## config.mk

```make
export PLATFORM = sky130hd
export DESIGN_NAME = lvds_rx_packer_flat
export DESIGN_NICKNAME = d
export VERILOG_FILES = /design/src/rtl/lvds_rx_packer_if.sv /design/src/rtl/lvds_rx_packer.sv /design/src/flat_wrapper.sv
export SDC_FILE = /design/constraint.sdc
export NUM_CORES = 1
export LEC_CHECK = 0
export CORE_ASPECT_RATIO = 1.75
export CORE_UTILIZATION = 45
export CTS_BUF_LIST = sky130_fd_sc_hd__clkbuf_8
export CTS_CLUSTER_SIZE = 24
export DETAILED_ROUTE_END_ITERATION = 8
export GPL_ROUTABILITY_DRIVEN = 0
export PLACE_DENSITY = 0.77
export SYNTH_ARGS = -nofsm -noshare
export SYNTH_HDL_FRONTEND = slang
export SYNTH_SLANG_ARGS = --single-unit
```

## constraint.sdc

```tcl
create_clock -name clk -period 2.1 [get_ports clk]
set_input_delay 0.315 -clock clk [delete_from_list [all_inputs] [get_ports clk]]
set_output_delay 0.315 -clock clk [all_outputs]
set_load 0.005 [all_outputs]
```

## src/rtl/lvds_rx_packer_if.sv

```systemverilog
// Bus bundle for the LVDS capture front end: differential inputs from the
// receiver pins, single-ended pass-through taps and the packed word output.
interface lvds_rx_packer_if #(
  parameter int unsigned LVDS_LEN = 8,
  parameter int unsigned DATA_LEN = 32
);

  // Differential pins; [0] = P leg, [1] = N leg for the strobe pair
  logic [LVDS_LEN-1:0] data_p;
  logic [LVDS_LEN-1:0] data_n;
  logic [1:0]          strob;

  // Buffered single-ended taps, combinational
  logic                clk_out;
  logic [LVDS_LEN-1:0] byte_out;
  logic                strob_out;

  // Packed word towards the FIFO/USB stage
  logic [DATA_LEN-1:0] data_out;
  logic                valid_out;

  // Source side: drives the pins, observes the packer outputs
  modport master (
    output data_p,
    output data_n,
    output strob,
    input  clk_out,
    input  byte_out,
    input  strob_out,
    input  data_out,
    input  valid_out
  );

  // Packer side
  modport slave (
    input  data_p,
    input  data_n,
    input  strob,
    output clk_out,
    output byte_out,
    output strob_out,
    output data_out,
    output valid_out
  );

endinterface

```

## src/rtl/lvds_rx_packer.sv

```systemverilog
// LVDS capture front end: differential-to-single-ended buffering of clock,
// strobe and data, then packing of strobe-qualified bytes into little-endian
// words. Bytes seen while the strobe is low are dropped without disturbing
// the partially assembled word.
module lvds_rx_packer #(
  parameter int unsigned LVDS_LEN = 8,
  parameter int unsigned DATA_LEN = 32
) (
  input  logic [1:0]         clk,
  input  logic               rst,
  lvds_rx_packer_if.slave    bus
);

  localparam int unsigned Lanes = DATA_LEN / LVDS_LEN;
  localparam int unsigned CntW  = (Lanes > 1) ? $clog2(Lanes) : 1;
  localparam logic [CntW-1:0] LastLane = CntW'(Lanes - 1);

  // ---------------------------------------------------------------------------
  // Differential input buffers. The behavioural model of the IBUFDS-class
  // primitive forwards the P leg; the N legs only matter to the real pad.
  // ---------------------------------------------------------------------------
  logic                clk_se;
  logic                strob_se;
  logic [LVDS_LEN-1:0] byte_se;

  assign clk_se   = clk[0];
  assign strob_se = bus.strob[0];

  // One buffer per data pair
  for (genvar i = 0; i < LVDS_LEN; i++) begin : gen_data_buf
    assign byte_se[i] = bus.data_p[i];
  end

  // N legs are consumed by the pad primitive only
  logic unused_n_legs;
  assign unused_n_legs = ^{clk[1], bus.strob[1], bus.data_n};

  assign bus.clk_out   = clk_se;
  assign bus.strob_out = strob_se;
  assign bus.byte_out  = byte_se;

  // ---------------------------------------------------------------------------
  // Packer state
  // ---------------------------------------------------------------------------
  logic [CntW-1:0]     cnt_q,   cnt_d;
  logic [DATA_LEN-1:0] acc_q,   acc_d;
  logic [DATA_LEN-1:0] data_q,  data_d;
  logic                valid_q, valid_d;

  // Next-state: drop a strobed byte into its lane, publish on the last lane
  always_comb begin
    cnt_d   = cnt_q;
    acc_d   = acc_q;
    data_d  = data_q;
    valid_d = 1'b0;
    if (strob_se) begin
      acc_d[LVDS_LEN*int'(cnt_q) +: LVDS_LEN] = byte_se;
      if (cnt_q == LastLane) begin
        // Word complete: current byte lands in the top lane of the output
        data_d  = acc_d;
        valid_d = 1'b1;
        cnt_d   = '0;
      end else begin
        cnt_d = cnt_q + 1'b1;
      end
    end
  end

  // State registers; async reset throws away any partial word
  always_ff @(posedge clk_se or posedge rst) begin
    if (rst) begin
      cnt_q   <= '0;
      acc_q   <= '0;
      data_q  <= '0;
      valid_q <= 1'b0;
    end else begin
      cnt_q   <= cnt_d;
      acc_q   <= acc_d;
      data_q  <= data_d;
      valid_q <= valid_d;
    end
  end

  assign bus.data_out  = data_q;
  assign bus.valid_out = valid_q;

endmodule

```

## src/flat_wrapper.sv

```systemverilog
// flat-port wrapper written by rule: the top's interface ports become plain ports
module lvds_rx_packer_flat 
#(
  parameter int unsigned LVDS_LEN = 8,
  parameter int unsigned DATA_LEN = 32
)
  (clk, rst, bus_data_p, bus_data_n, bus_strob, bus_clk_out, bus_byte_out, bus_strob_out, bus_data_out, bus_valid_out);
  lvds_rx_packer_if #(.LVDS_LEN(LVDS_LEN), .DATA_LEN(DATA_LEN)) bus_i ();
  input  logic [1:0] clk;
  input  logic rst;
  input wire logic [$bits(bus_i.data_p)-1:0] bus_data_p;
  input wire logic [$bits(bus_i.data_n)-1:0] bus_data_n;
  input wire logic [$bits(bus_i.strob)-1:0] bus_strob;
  output wire logic [$bits(bus_i.clk_out)-1:0] bus_clk_out;
  output wire logic [$bits(bus_i.byte_out)-1:0] bus_byte_out;
  output wire logic [$bits(bus_i.strob_out)-1:0] bus_strob_out;
  output wire logic [$bits(bus_i.data_out)-1:0] bus_data_out;
  output wire logic [$bits(bus_i.valid_out)-1:0] bus_valid_out;
  assign bus_i.data_p = bus_data_p;
  assign bus_i.data_n = bus_data_n;
  assign bus_i.strob = bus_strob;
  assign bus_clk_out = bus_i.clk_out;
  assign bus_byte_out = bus_i.byte_out;
  assign bus_strob_out = bus_i.strob_out;
  assign bus_data_out = bus_i.data_out;
  assign bus_valid_out = bus_i.valid_out;
  lvds_rx_packer #(.LVDS_LEN(LVDS_LEN), .DATA_LEN(DATA_LEN)) u_core (.clk(clk), .rst(rst), .bus(bus_i));
endmodule
```

==> results of run 1 <==
-- state kept, by name, summed over array words and instances, names as in the netlist --
name	cells
u_core.bus.data_out	32
u_core.acc_q	24
u_core.cnt_q	2
u_core.bus.valid_out	1
-- metal layers --
metal	track usage, %	vias to the layer above	wire length, um	part of all wire [%]
met1	28.2	1025	2570	42
met5	0	-	0	0
met3	5.22	13	279	4.5
met2	36.2	56	3180	52
met4	15.0	0	134	2.2
li1	-	955	-	-
-- worst max-delay path, cell delays in order --
cell             delay [ns]
clkbuf_8               0.11
clkbuf_8               0.12
clkdlybuf4s50_1        0.43
-- how the worst max path moves through the flow --
stage | start | end | slack, ns
floorplan | u_core.cnt_q[0] | u_core.acc_q[16] | 0.02
global placement | bus_strob[0] | u_core.bus.data_out[24] | 0.19
detailed placement | bus_strob[0] | u_core.bus.data_out[24] | 0.16
CTS | clk[0] | bus_clk_out | 0.08
global route | u_core.cnt_q[0] | u_core.bus.data_out[5] | 0.02
finish | clk[0] | bus_clk_out | 0.08
-- where the power goes --
part	total [mW]	switching [mW]	internal [mW]
registers	1.85	0.248	1.60
logic	1.84	0.778	1.06
clock network	1.36	0.485	0.880
total	5.05	1.51	3.54
-- through the flow --
stage | total power, mW | worst slack [ns] | instance area [um2] | std cells
2_1_floorplan | 2.84 | 0.0228 | 2640 | 229
3_3_place_gp | 3.69 | 0.193 | 3260 | 349
3_5_place_dp | 3.74 | 0.162 | 3260 | 349
4_1_cts | 5.08 | 0.0759 | 3530 | 368
5_1_grt | 5.39 | 0.0195 | 3530 | 368
6_report | 5.05 | 0.0824 | 3530 | 368
-- synth_stat cells, types with 2 or more instances --
cell      count  area, um2
dfrtp_1      59       1480
a22o_1       31        272
a21oi_1      15       75.1
nor2_1       15       56.3
nor3b_1      13       97.6
a221o_1      12        120
buf_4        12       90.1
nand2_1       9       33.8
clkbuf_1      8       30.0
clkbuf_2      7       35.0
nand3_1       7       35.0
ha_1          5       62.6
nand2b_1      5       31.3
nand4b_1      5       43.8
a31oi_1       4       25.0
inv_1         4       15.0
buf_2         3       15.0
o21ai_0       2       10.0
-- kinds of logic after synthesis --
| group | after synthesis | synth area share, % |
|---|---|---|
| compound gates | 65 | 19.3 |
| fa+ha+maj | 5 | 2.37 |
| buf+inv | 36 | 7.58 |
| flops | 59 | 55.9 |
| simple gates | 64 | 14.9 |
-- placed cells by master, fill, tap and decap left out, types with 4 or more instances in the layout --
cell,synthesis,layout
dfrtp_1,59,59
clkdlybuf4s50_1,0,53
a22o_1,31,31
buf_4,12,21
nor2_1,15,15
a21oi_1,15,15
clkbuf_8,0,14
nor3b_1,13,13
a221o_1,12,12
nand2_1,9,9
nand3_1,7,7
nand4b_1,5,5
nand2b_1,5,5
ha_1,5,5
inv_1,4,4
a31oi_1,4,4
-- area by class of cell --
type	instances	area (um2)
Clock inverter	5	76.3
Sequential cell	59	1480
Fill cell	458	2100
Tap cell	76	95.1
Timing Repair Buffer	74	698
Multi-Input combinational cell	134	966
Clock buffer	15	203
Inverter	5	18.8
==> impl_metrics.tcl, run 1 <==
set metrics [dict create \
    die_x_um 59.9 \
    critPathKind "clk2out" \
    grt_pass1_wl_um 10200 \
    hold_viol 0 \
    r2r_end "u_core.bus.data_out[7]" \
    peakVddDrop_v 0.000768 \
    drt_iter0_drc 64 \
    syn_nets 255 \
    drt_pre_antenna_iters 4 \
    synth_edf_count 0 \
    p_per_area_nw_per_um2 1430 \
    core-area_um2 5630 \
    routed_via_density 5.57 \
    synthFlopType "dfrtp_1" \
    hold_class "in2async" \
    r2r_slack_ns 0.16 \
    worstSetupStartpointType "clock port" \
    drive_above_1_share_pct 15.4 \
    outcome "finished, final reports clean" \
    syn_area_um2 2640 \
    slew_violations 0 \
    synthCells 229 \
    finClkSkew_ns 0.0113 \
    cp-end-kind "output pin" \
    setup_violations 0 \
    synthDistinctLibCells 31 \
    num_rows 36 \
    avgSynthCellArea_um2 11.5 \
    synth-async-reset-ratio_pct 100 \
    cts_resized 0 \
    crit_fanout 2 \
    dp_hpwl_um 4070 \
    drtAntennaViolNets 0 \
    antenna-diode-count 0 \
    wirelength_um 6150 \
    dieArea_um2 6190 \
    finalSetupTns_ns 0 \
    relSlewSlack_pct 58.8 \
    rsz0062_at_grt "no" \
    grt_max_degree 60 \
    wire_per_inst_um 16.7 \
    worst_skew_pair.late_latency_ns 0.46 \
    cts_post_setup_buffers_inserted 0 \
    yosysSeqAreaShare_pct 55.9 \
    worst_ep_arrival_time_ns 1.70 \
    p_leak_nw 1.56 \
    clkTransAtPathRegs_ns 0.07 \
    grt_use_total_pct 23.1 \
    cts_tree "yes" \
    hold_buffers 0 \
    drc_errors 0 \
    final_nets 313 \
    syn_to_final_growth_pct 33.7 \
    yosysWarnings 0 \
    reg2reg_from "u_core.cnt_q[0]" \
    io_pins 64 \
    portBuffers 53 \
    die_y_um 103 \
    tightest_slew_ns 0.615 \
    grt-ovfl-total 0 \
    maxCapViolCount 0 \
    grt_pass1_vias 2089 \
    initial_core_util_pct 46.9 \
    final_util_pct 62.8 \
    vias 2049 \
    antenna_found_initial 0 \
    worst_hold_slack_ns 0.231 \
    ys_seq_elements 59 \
    r2r_cells 5 \
    cp.required_ns 1.78 \
]
No activity file was read; power rests on OpenSTA's default activity.
==> run 2: changes to the inputs <==
Settings changed: ABC_AREA from default to 1, PLACE_DENSITY 0.77 to 0.75, REMOVE_ABC_BUFFERS from default to 1.
==> run 2 against run 1 <==
Compared with the run above:
- sequential share of layout area decreased by 1.1 points
- worst setup slack worse by 0.0054 ns
- power down 5.7%
- critical path depth is the same
- combinational power up 5%
- non-clock buffer count fell by 12
- cell count increased by 40%
- design area rose by 2.6%
- critical path type unchanged
- highest routed layer unchanged
==> impl_metrics.tcl, run 2 <==
set metrics [dict create \
    grt_pass1_wl_um 10500 \
    hold_viol 0 \
    final_util_pct 58.7 \
    drtAntennaViolNets 0 \
    drc_errors 0 \
    worst_hold_slack_ns 0.248 \
    io_pins 64 \
    r2r_cells 8 \
    reg2reg_from "u_core.cnt_q[1]" \
    slew_violations 0 \
    synthCells 382 \
    p_leak_nw 2.03 \
    worstSetupStartpointType "clock port" \
    synth_mux_area_share_pct 0 \
    yosysSeqAreaShare_pct 51.6 \
    portBuffers 53 \
    vias 2468 \
    r2r_slack_ns 0.42 \
    hold_buffers 0 \
    crit_path_max_incr_delay_ns 0.43 \
    grt_max_degree 60 \
    place_inst 500 \
    grt_use_total_pct 20.8 \
    mostFrequentLayoutCells "226 x nand2_1, 59 x dfrtp_1, 53 x clkdlybuf4s50_1" \
    largest_reg_flops 32 \
    critPathKind "clk2out" \
    rsz0062_at_grt "no" \
    routed_via_density 4.78 \
    final_common_cell "nand2_1" \
    setup_violations 0 \
    final_cell_area_um2 3630 \
    synth_edf_count 0 \
    dieArea_um2 6690 \
    r2r_end "u_core.acc_q[17]" \
    hold_class "in2async" \
    total_power_mw 4.77 \
    cts_tree "yes" \
    die_y_um 107 \
    synth_top_cell_by_area "dfrtp_1" \
    synth_compound_area_share_pct 0.525 \
    finalSetupTns_ns 0 \
    synthSimpleGateAreaFrac_pct 37.7 \
    worst_ep_arrival_time_ns 1.71 \
    initial_core_util_pct 46.3 \
    synth_top_family_by_area "simple AND/OR/NAND/NOR gates" \
    placed_area_um2 3440 \
    cts_post_setup_buffers_inserted 0 \
    drt_pre_antenna_iters 4 \
    grt_pass1_vias 2306 \
    final-instance-count-excl-fill 516 \
    synthFlopType "dfrtp_1" \
    drt_iter0_drc 88 \
    num_rows 38 \
    worstSetupEndpoint "bus_clk_out" \
    worst_skew_pair.late_latency_ns 0.45 \
    synth-async-reset-ratio_pct 100 \
    cp.required_ns 1.78 \
    cp-end-kind "output pin" \
    relSlewSlack_pct 50.7 \
    die_x_um 62.3 \
    crit_top_cell "clkbuf_8" \
    fill_cells 604 \
    antenna_found_initial 0 \
    syn_area_um2 2860 \
    peakVddDrop_v 0.000768 \
    crit_slowest_cell "clkdlybuf4s50_1" \
    antenna-diode-count 0 \
    preCtsSetupSlack_ns 0.163 \
    dp_hpwl_um 4340 \
    finClkSkew_ns 0.00422 \
    layout_setup_ws_ns 0.0771 \
    cts_resized 0 \
    outcome "finished, final reports clean" \
    crit_chain "clkbuf_8, clkbuf_8, clkdlybuf4s50_1" \
    core-area_um2 6180 \
    multi_input_area_um2 1150 \
    synthAdderAreaFrac_pct 2.19 \
    regArea_um2 1480 \
    avgSynthCellArea_um2 7.49 \
    synth_most_common_cell "nand2_1" \
    yosysWarnings 0 \
    crit_fanout 2 \
    tightest_slew_ns 0.738 \
    final_nets 460 \
    maxCapViolCount 0 \
    ys_seq_elements 59 \
    wire_per_inst_um 12.2 \
    drive_above_1_share_pct 7.34 \
    synthXorXnorAreaFrac_pct 0 \
    wirelength_um 6320 \
    worstSetupStartpoint "clk[0]" \
    synth.area.top_cells "dfrtp_1 52%, nand2_1 30%, buf_4 2.9%" \
    p_per_area_nw_per_um2 1310 \
    syn_to_final_growth_pct 26.8 \
    synthDistinctLibCells 20 \
    synth_common_cells "226 x nand2_1, 59 x dfrtp_1, 18 x inv_1" \
    grt-ovfl-total 0 \
    yosys.area.top_type_share_pct 51.6 \
    clkTransAtPathRegs_ns 0.06 \
]
## run 2: metal layers
layer	vias up	track usage, %	share of wire (%)
li1	1254	-	-
met1	1146	23.8	42
met2	57	34.0	52
met3	11	5.19	3.7
met4	0	14.5	2.1
met5	-	0	0
## run 2: worst min path at each step
stage,start,to,depth (start not counted)
2_1_floorplan,clk[0],bus_clk_out,0
3_3_place_gp,u_core.acc_q[0],u_core.acc_q[0],2
3_5_place_dp,u_core.bus.data_out[11],u_core.bus.data_out[11],2
4_1_cts,rst,u_core.bus.valid_out,3
5_1_grt,rst,u_core.bus.data_out[12],3
6_report,rst,u_core.bus.valid_out,3
## run 2: critical path, delay by kind of cell
kind	cells	cell delay, ns
buffers and inverters	3	0.66
## run 2: kinds of logic after synthesis
logic type	after synthesis
buf+inv	48
fa+ha+maj	5
flops	59
compound gates	3
simple gates	267
## run 2: cell type report
cell class | instances | share of cell area [%]
inverter | 23 | 2.38
clock inverter | 3 | 0.311
timing repair buffer | 62 | 16.8
multi-input combinational | 275 | 31.8
tap | 80 | 2.76
sequential | 59 | 40.7
clock buffer | 14 | 5.21
## run 2: power by group
group | total, mW | switching [mW] | internal [mW]
combinational | 1.94 | 1.02 | 0.919
clock | 1.00 | 0.422 | 0.580
sequential | 1.82 | 0.241 | 1.58
==> run 3: changes to the inputs <==
Settings changed: REMOVE_ABC_BUFFERS 1 to default.
==> run 3 against run 2 <==
Compared with the run above:
- via count increased by 1.3%
- first-iteration DRC count up 11%
- clock power is 45% higher
- cell count rose by 0.97%
- worst setup slack gained 0.010 ns
- sequential share of layout area decreased by 1.3 points
- critical path type unchanged
- highest routed layer unchanged
==> impl_metrics.tcl, run 3 (same netlist as run 2, synthesis figures left out) <==
set metrics [dict create \
    io_pins 64 \
    crit_fanout 2 \
    crit_top_cell "clkbuf_8" \
    cts_post_setup_buffers_inserted 0 \
    core-area_um2 6180 \
    fill_cells 564 \
    tightest_slew_ns 0.774 \
    routed_via_density 4.80 \
    p_switching_mw 1.77 \
    clkPwrFrac_pct 27.7 \
    sw_frac_of_total_pct 33.8 \
    total_power_mw 5.24 \
    cp-end-kind "output pin" \
    maxCapViolCount 0 \
    hold_class "in2async" \
    cp.depth 3 \
    worstSetupStartpoint "clk[0]" \
    final_common_cell "nand2_1" \
    crit_slowest_cell "clkdlybuf4s50_1" \
    largest_reg_flops 32 \
    grt_max_degree 28 \
    final_nets 462 \
    critPathKind "clk2out" \
    drive_above_1_share_pct 8.84 \
    drt_pre_antenna_iters 4 \
    initial_core_util_pct 46.3 \
    hold_buffers 0 \
    crit_chain "clkbuf_8, clkbuf_8, clkdlybuf4s50_1" \
    slew_violations 0 \
    preCtsSetupSlack_ns 0.286 \
    outcome "finished, final reports clean" \
    final_util_pct 60.6 \
    cts_tree "yes" \
    cts_resized 0 \
    drc_errors 0 \
    comb_power_share_pct 37.5 \
    grt-ovfl-total 0 \
    hold_viol 0 \
    syn_nets 408 \
    setup_violations 0 \
    finClkSkew_ns 0.0118 \
    clkTransAtPathRegs_ns 0.08 \
    grt_pass1_wl_um 11500 \
    drtAntennaViolNets 0 \
    multi_input_area_um2 1150 \
    portBuffers 53 \
    layout_setup_ws_ns 0.0872 \
    antenna_found_initial 0 \
    cp.required_ns 1.78 \
    r2r_cells 9 \
    crit_path_max_incr_delay_ns 0.43 \
    rsz0062_at_grt "no" \
    dp_hpwl_um 4750 \
    regArea_um2 1480 \
    p_seq_share_pct 34.8 \
    num_rows 38 \
    p_per_area_nw_per_um2 1400 \
    die_y_um 107 \
    syn_to_final_growth_pct 31.0 \
    worst_skew_pair.late_latency_ns 0.47 \
    die_x_um 62.3 \
    grt_pass1_vias 2552 \
    worstSetupEndpoint "bus_clk_out" \
    worst_ep_arrival_time_ns 1.70 \
    critical_path_buf_inv_count 3 \
    finalSetupTns_ns 0 \
    p_leak_nw 2.08 \
    reg2reg_from "u_core.cnt_q[1]" \
    antenna-diode-count 0 \
    worstSetupStartpointType "clock port" \
    grt_use_total_pct 23.1 \
    p_int_mw 3.47 \
    r2r_end "u_core.bus.data_out[9]" \
    worst_hold_slack_ns 0.159 \
    peakVddDrop_v 0.000811 \
    r2r_slack_ns 0.36 \
    wire_per_inst_um 13.1 \
    mostFrequentLayoutCells "226 x nand2_1, 59 x dfrtp_1, 53 x clkdlybuf4s50_1" \
    critPathTopFamily "buffers and inverters" \
    wirelength_um 6830 \
    relSlewSlack_pct 48.4 \
    vias 2501 \
    dieArea_um2 6690 \
    drt_iter0_drc 98 \
]
==> run 3: changes by cell type in the layout (fill, tap and decap cells not counted) <==
cell | before | now
buf_4 | 9 | 10
buf_12 | 1 | 2
inv_1 | 20 | 18
clkinv_2 | 0 | 2
bufinv_16 | 0 | 3
==> run 3: worst reg2reg max path, cell delays in order, from the launching register on <==
cell	delay [ns]
dfrtp_1	0.41
inv_1	0.13
ha_1	0.45
clkinv_1	0.16
nand2_1	0.14
nor2_4	0.07
nand2_1	0.07
nand2_1	0.07
nand2_1	0.08
nand2_1	0.05
==> run 3: final cells by class <==
cell class                      count  share of cell area, %
Inverter                           23                   2.30
Timing Repair Buffer               64                   17.0
Clock buffer                       14                   5.04
Clock inverter                      6                   2.77
Tap cell                           80                   2.67
Sequential cell                    59                   39.4
Multi-Input combinational cell    275                   30.8
==> run 3: power groups by stage <==
| stage | Clock [mW] | Combinational (mW) | Sequential, mW |
|---|---|---|---|
| 6_report | 1.45 | 1.96 | 1.83 |
| 3_3_place_gp | 0.0401 | 1.92 | 1.83 |
| 2_1_floorplan | 0.0309 | 1.04 | 1.85 |
| 5_1_grt | 1.51 | 2.21 | 1.88 |
| 3_5_place_dp | 0.0401 | 1.97 | 1.84 |
| 4_1_cts | 1.47 | 1.98 | 1.83 |
==> run 3: how the worst min path moves through the flow <==
| stage | start | endpoint | slack, ns | cells after the start |
|---|---|---|---|---|
| CTS | rst | u_core.bus.data_out[17] | 0.17 | 2 |
| finish | rst | u_core.bus.data_out[16] | 0.16 | 2 |
| floorplan | clk[0] | bus_clk_out | 0.40 | 1 |
| detailed placement | u_core.bus.data_out[11] | u_core.bus.data_out[11] | 0.46 | 2 |
| global placement | u_core.acc_q[18] | u_core.acc_q[18] | 0.46 | 2 |
| global route | rst | u_core.bus.data_out[16] | 0.20 | 2 |
==> run 3: metal layers <==
layer | global-route usage, % | wire length [um] | share of wire, %
met1 | 24.5 | 2820 | 41
met2 | 39.4 | 3540 | 52
met3 | 5.30 | 210 | 3.1
met4 | 17.4 | 258 | 3.8
met5 | 0 | 0 | 0
==> run 3: metrics by stage <==
step	cell area, um2	std cells
finish	3750	521
global placement	3460	502
global route	3750	521
floorplan	2860	382
CTS	3750	521
detailed placement	3460	502
==> edit 1, RTL diff (settings of run 2) <==
`DATA_LEN` is set to 32 in 3 places; all go to 64.
--- a/src/rtl/lvds_rx_packer_if.sv
+++ b/src/rtl/lvds_rx_packer_if.sv
@@ -3,5 +3,5 @@
 interface lvds_rx_packer_if #(
   parameter int unsigned LVDS_LEN = 8,
-  parameter int unsigned DATA_LEN = 32
+  parameter int unsigned DATA_LEN = 64
 );
 
--- a/src/rtl/lvds_rx_packer.sv
+++ b/src/rtl/lvds_rx_packer.sv
@@ -5,5 +5,5 @@
 module lvds_rx_packer #(
   parameter int unsigned LVDS_LEN = 8,
-  parameter int unsigned DATA_LEN = 32
+  parameter int unsigned DATA_LEN = 64
 ) (
   input  logic [1:0]         clk,
--- a/src/flat_wrapper.sv
+++ b/src/flat_wrapper.sv
@@ -3,5 +3,5 @@
 #(
   parameter int unsigned LVDS_LEN = 8,
-  parameter int unsigned DATA_LEN = 32
+  parameter int unsigned DATA_LEN = 64
 )
   (clk, rst, bus_data_p, bus_data_n, bus_strob, bus_clk_out, bus_byte_out, bus_strob_out, bus_data_out, bus_valid_out);
Interface: changed (resized bus_data_out); port bits go from 64 to 96. No check against the original RTL was run, so the function may have changed too.
==> edit 1 against run 2 <==
The flow now finishes with violations (design-rule violations); clock power grew 150%; design area is 120% higher; sequential cell count rose by 73; wire length grew to 2.5 times the old value; worst setup slack gained 7.2 ps; synthesized area increased by 130%; core utilization shrank 2.2 points; first-iteration DRC count grew to 4.3 times the old value; total power up 140%; critical path type unchanged; critical endpoint unchanged; largest power group unchanged; highest routed layer unchanged.
==> edit 1: results (changes against run 2) <==
class of the worst hold path=primary input to flip-flop; routing usage on met1=0.266 (+0.0273); worst clock skew=16.5 ps (+12.2 ps); Detailed Routing Iterations Pass 1=8 (+4); drc violations=3 (+3); Post-Synthesis Cells=857 (+120%); Final #Nets=975 (+110%); DP Wirelength=10900 um (+150%); chip width=93.1 um (+50%); met1 WL=6480 um (+150%); synth top area cells=dfrtp_1, nand2_1, nand3_1, inv_1, nand4_1; Final Non-Filler Cells=1138 (+120%); first-pass GRT wire length=26300 um (+150%); ClkCell Share=0.0581 (+0.00294); sequential power=4140 uW (+130%); share of layout cells above drive strength 1=0.0939 (+0.0206); NonClk Buf Share=0.139 (-0.0288); Power Clock=2450 uW (+150%); Worst-Margin Slew=429 ps (-309 ps); vias in the first global route=5579 (+140%); GR Util met3=0.0405 (-0.0114); Storage cell area=0.00330 sq mm (+120%); failing checks=design-rule violations; dpl cell area=0.00760 sq mm (+120%); multi-input gates=584 (+110%); Setup WS pre-CTS=188 ps (+24.7 ps); share of power burned in registers=0.368 (-0.015); clock buffers=23 (+9); Plain + repair buffers=115 (+85%); outcome=complete, but fails checks; area grow syn2layout=23.4%; GR Util met2=0.386 (+0.0458); largest net degree at the start of global routing=65 (+8.3%); Post-synth top cells=nand2_1, nand3_1, dfrtp_1; Pleak=0.00439 uW (+120%); DRT iter0 DRCs=381 (+330%); IO buf count=85 (+60%)
[edit 1: cell types whose count changed in the layout (fill, tap and decap cells not counted), sizes merged, moves of 16 or more]
cell and change:
nand2 +148, dfrtp +73, inv +70, clkdlybuf4s50 +31, nand3 +150, buf +21, nand4 +16
[edit 1: worst paths after layout]
| check | start | to | slack (ps) |
|---|---|---|---|
| worst max-delay path | clk[0] | bus_clk_out | 80 |
| worst min-delay path | bus_strob[0] | u_core.cnt_q[1] | 280 |
| worst max register to register | u_core.cnt_q[1] | u_core.bus.data_out[46] | 130 |
| worst min register to register | u_core.bus.data_out[4] | u_core.bus.data_out[4] | 480 |
| max in group asynchronous | rst | u_core.acc_q[33] | 980 |
| min in group asynchronous | rst | u_core.acc_q[1] | 560 |
[edit 1: kinds of logic after synthesis]
kind of cell	synth area share
flip-flops	0.505
buffers and inverters	0.0983
AO/OA/AOI/OAI	0.00249
AND/OR/NAND/NOR	0.379
adder cells (fa/ha/maj)	0.0153
==> edit 2, RTL diff (config.mk and constraints of run 2) <==
Made on the original files. Reset style: synchronous (`rst`), changed in one clocked block. Comments in the files are not updated.
--- a/src/rtl/lvds_rx_packer.sv
+++ b/src/rtl/lvds_rx_packer.sv
@@ -68,5 +68,5 @@
 
   // State registers; async reset throws away any partial word
-  always_ff @(posedge clk_se or posedge rst) begin
+  always_ff @(posedge clk_se) begin
     if (rst) begin
       cnt_q   <= '0;
Formal check against the unedited RTL: differs if rst is asserted again (counterexample within 10 cycles, from zero or initial values and one cycle with rst high); with rst held inactive, the same outputs for 10 cycles.
==> edit 2 against run 2 <==
Non-clock buffer count is 1 lower; sequential share of layout area is 6.8 points lower; design area is 9.2% higher; wire length is 16% higher; synthesized area is 14% higher; worst setup slack better by 8.0 ps; sequential cell count is 8 higher.
Power is not compared: it rests on default switching activity, and its combinational part moved more than twofold at a synthesized area within 25%.
==> edit 2: results (changes against run 2) <==
Worst-Margin Slew=449 ps (-290 ps); ys flop type=dfxtp_1; via count=3125 (+27%); final WL=7360 um (+16%); DP Wirelength=5060 um (+17%); mux contribution to synthesized area=0 (unchanged); first-pass GRT wire length=12100 um (+16%); Worst Path Max Fanout=2 (unchanged); Resize count post-CTS=0 (unchanged); Pleak=between 0.002 and 0.0025 uW; Final #Nets=583 (+27%); peak supply drop=approximately 0.49 mV; dpl cell area=0.00374 sq mm (+9.0%); clock latency at the later pin of the worst-skew pair=between 400 and 500 ps; top cell type's share of synthesized area=0.412 (-0.104); diodes inserted=0 (unchanged); worst clock skew=7.01 ps (+2.80 ps); share of synthesized registers carrying an async set or reset=0 (-1.00); Synthesis Warnings=0 (unchanged); Detailed Routing Iterations Pass 1=4 (unchanged); Compound-Gate Fraction of Synth Area=0.00654 (+0.00129); IO buf count=53 (unchanged); Clock transition at path regs=approximately 70 ps; share of layout cells above drive strength 1=0.0660 (-0.00744); Post-synth top cells=nand2_1, nor2_1, dfxtp_1; Total GRT Usage=0.212 (+0.00335); adder-cell share of the synthesized area=0.0231 (+0.00120); Post-Synth XOR/XNOR Area=0 (unchanged); Net Sw Frac=0.270; post-CTS setup buffer count=0 (unchanged); class of the worst hold path=primary input to flip-flop; initial antenna violation count=0 (unchanged); synth top area cells=dfxtp_1, nand2_1, nor2_1, nand3_1, inv_1; largest net degree at the start of global routing=41 (-32%); DRT iter0 DRCs=86 (-2.3%); post-synthesis sequential area ratio=0.412 (-0.104); vias in the first global route=2860 (+24%); outcome=completed; post-synthesis cell type count=19 (-5.0%)
-- edit 2: area by class of cell --
type | count | area, sq um
fillers | 660 | 2950
multi-input cells | 365 | 1530
flip-flops and latches | 67 | 1340
repair buffers | 61 | 583
clock buffers | 15 | 203
inverters | 48 | 180
well taps | 84 | 105
clock inverters | 5 | 21.3
-- edit 2: routing by layer --
layer  up-vias  part of all wire  GRT usage
li1       1623                 -          -
met1      1398              0.41      0.222
met2        82              0.51      0.366
met3        22             0.050     0.0478
met4         0             0.037      0.140
met5         -                 0          0
-- edit 2: cells by family after synthesis --
logic type,Yosys count
DFF,67
AOI/OAI and AO/OA,3
adders and majority gates,6
buffers and inverters,79
and+or+nand+nor,356
-- edit 2: power groups by stage --
| stage | combinational, uW | clock (uW) | sequential [uW] |
|---|---|---|---|
| after floorplan | 243 | 0 | 1370 |
| after global placement | 377 | 40.1 | 1370 |
| after detailed placement | 393 | 40.1 | 1370 |
| after CTS | 396 | 1160 | 1340 |
| after global routing | 449 | 1210 | 1350 |
| final | 396 | 1130 | 1340 |
-- edit 2: final timing paths --
kind | startpoint | endpoint | slack, ps | cells past startpoint
min reg2reg | u_core.bus.data_out[1] | u_core.bus.data_out[1] | 450 | 2
min | bus_strob[0] | u_core.acc_q[22] | 420 | 5
max | clk[0] | bus_clk_out | 90 | 3
max reg2reg | u_core.cnt_q[1] | u_core.acc_q[1] | 300 | 7
-- edit 2: worst max-delay path, cell delays in order --
cell             delay (ps)
clkbuf_8                110
clkbuf_8                110
clkdlybuf4s50_1         430
-- edit 2: metrics by stage --
step / cells / hold WS [ps] / setup slack (ps) / utilization / power, uW
floorplan: 480 / 315 / 395 / - / 1610
global placement: 626 / 438 / 321 / 0.542 / 1790
detailed placement: 626 / 438 / 321 / 0.542 / 1800
CTS: 645 / 403 / 79.0 / 0.573 / 2900
global route: 645 / 442 / 78.3 / 0.573 / 3000
finish: 645 / 422 / 85.0 / 0.573 / 2870
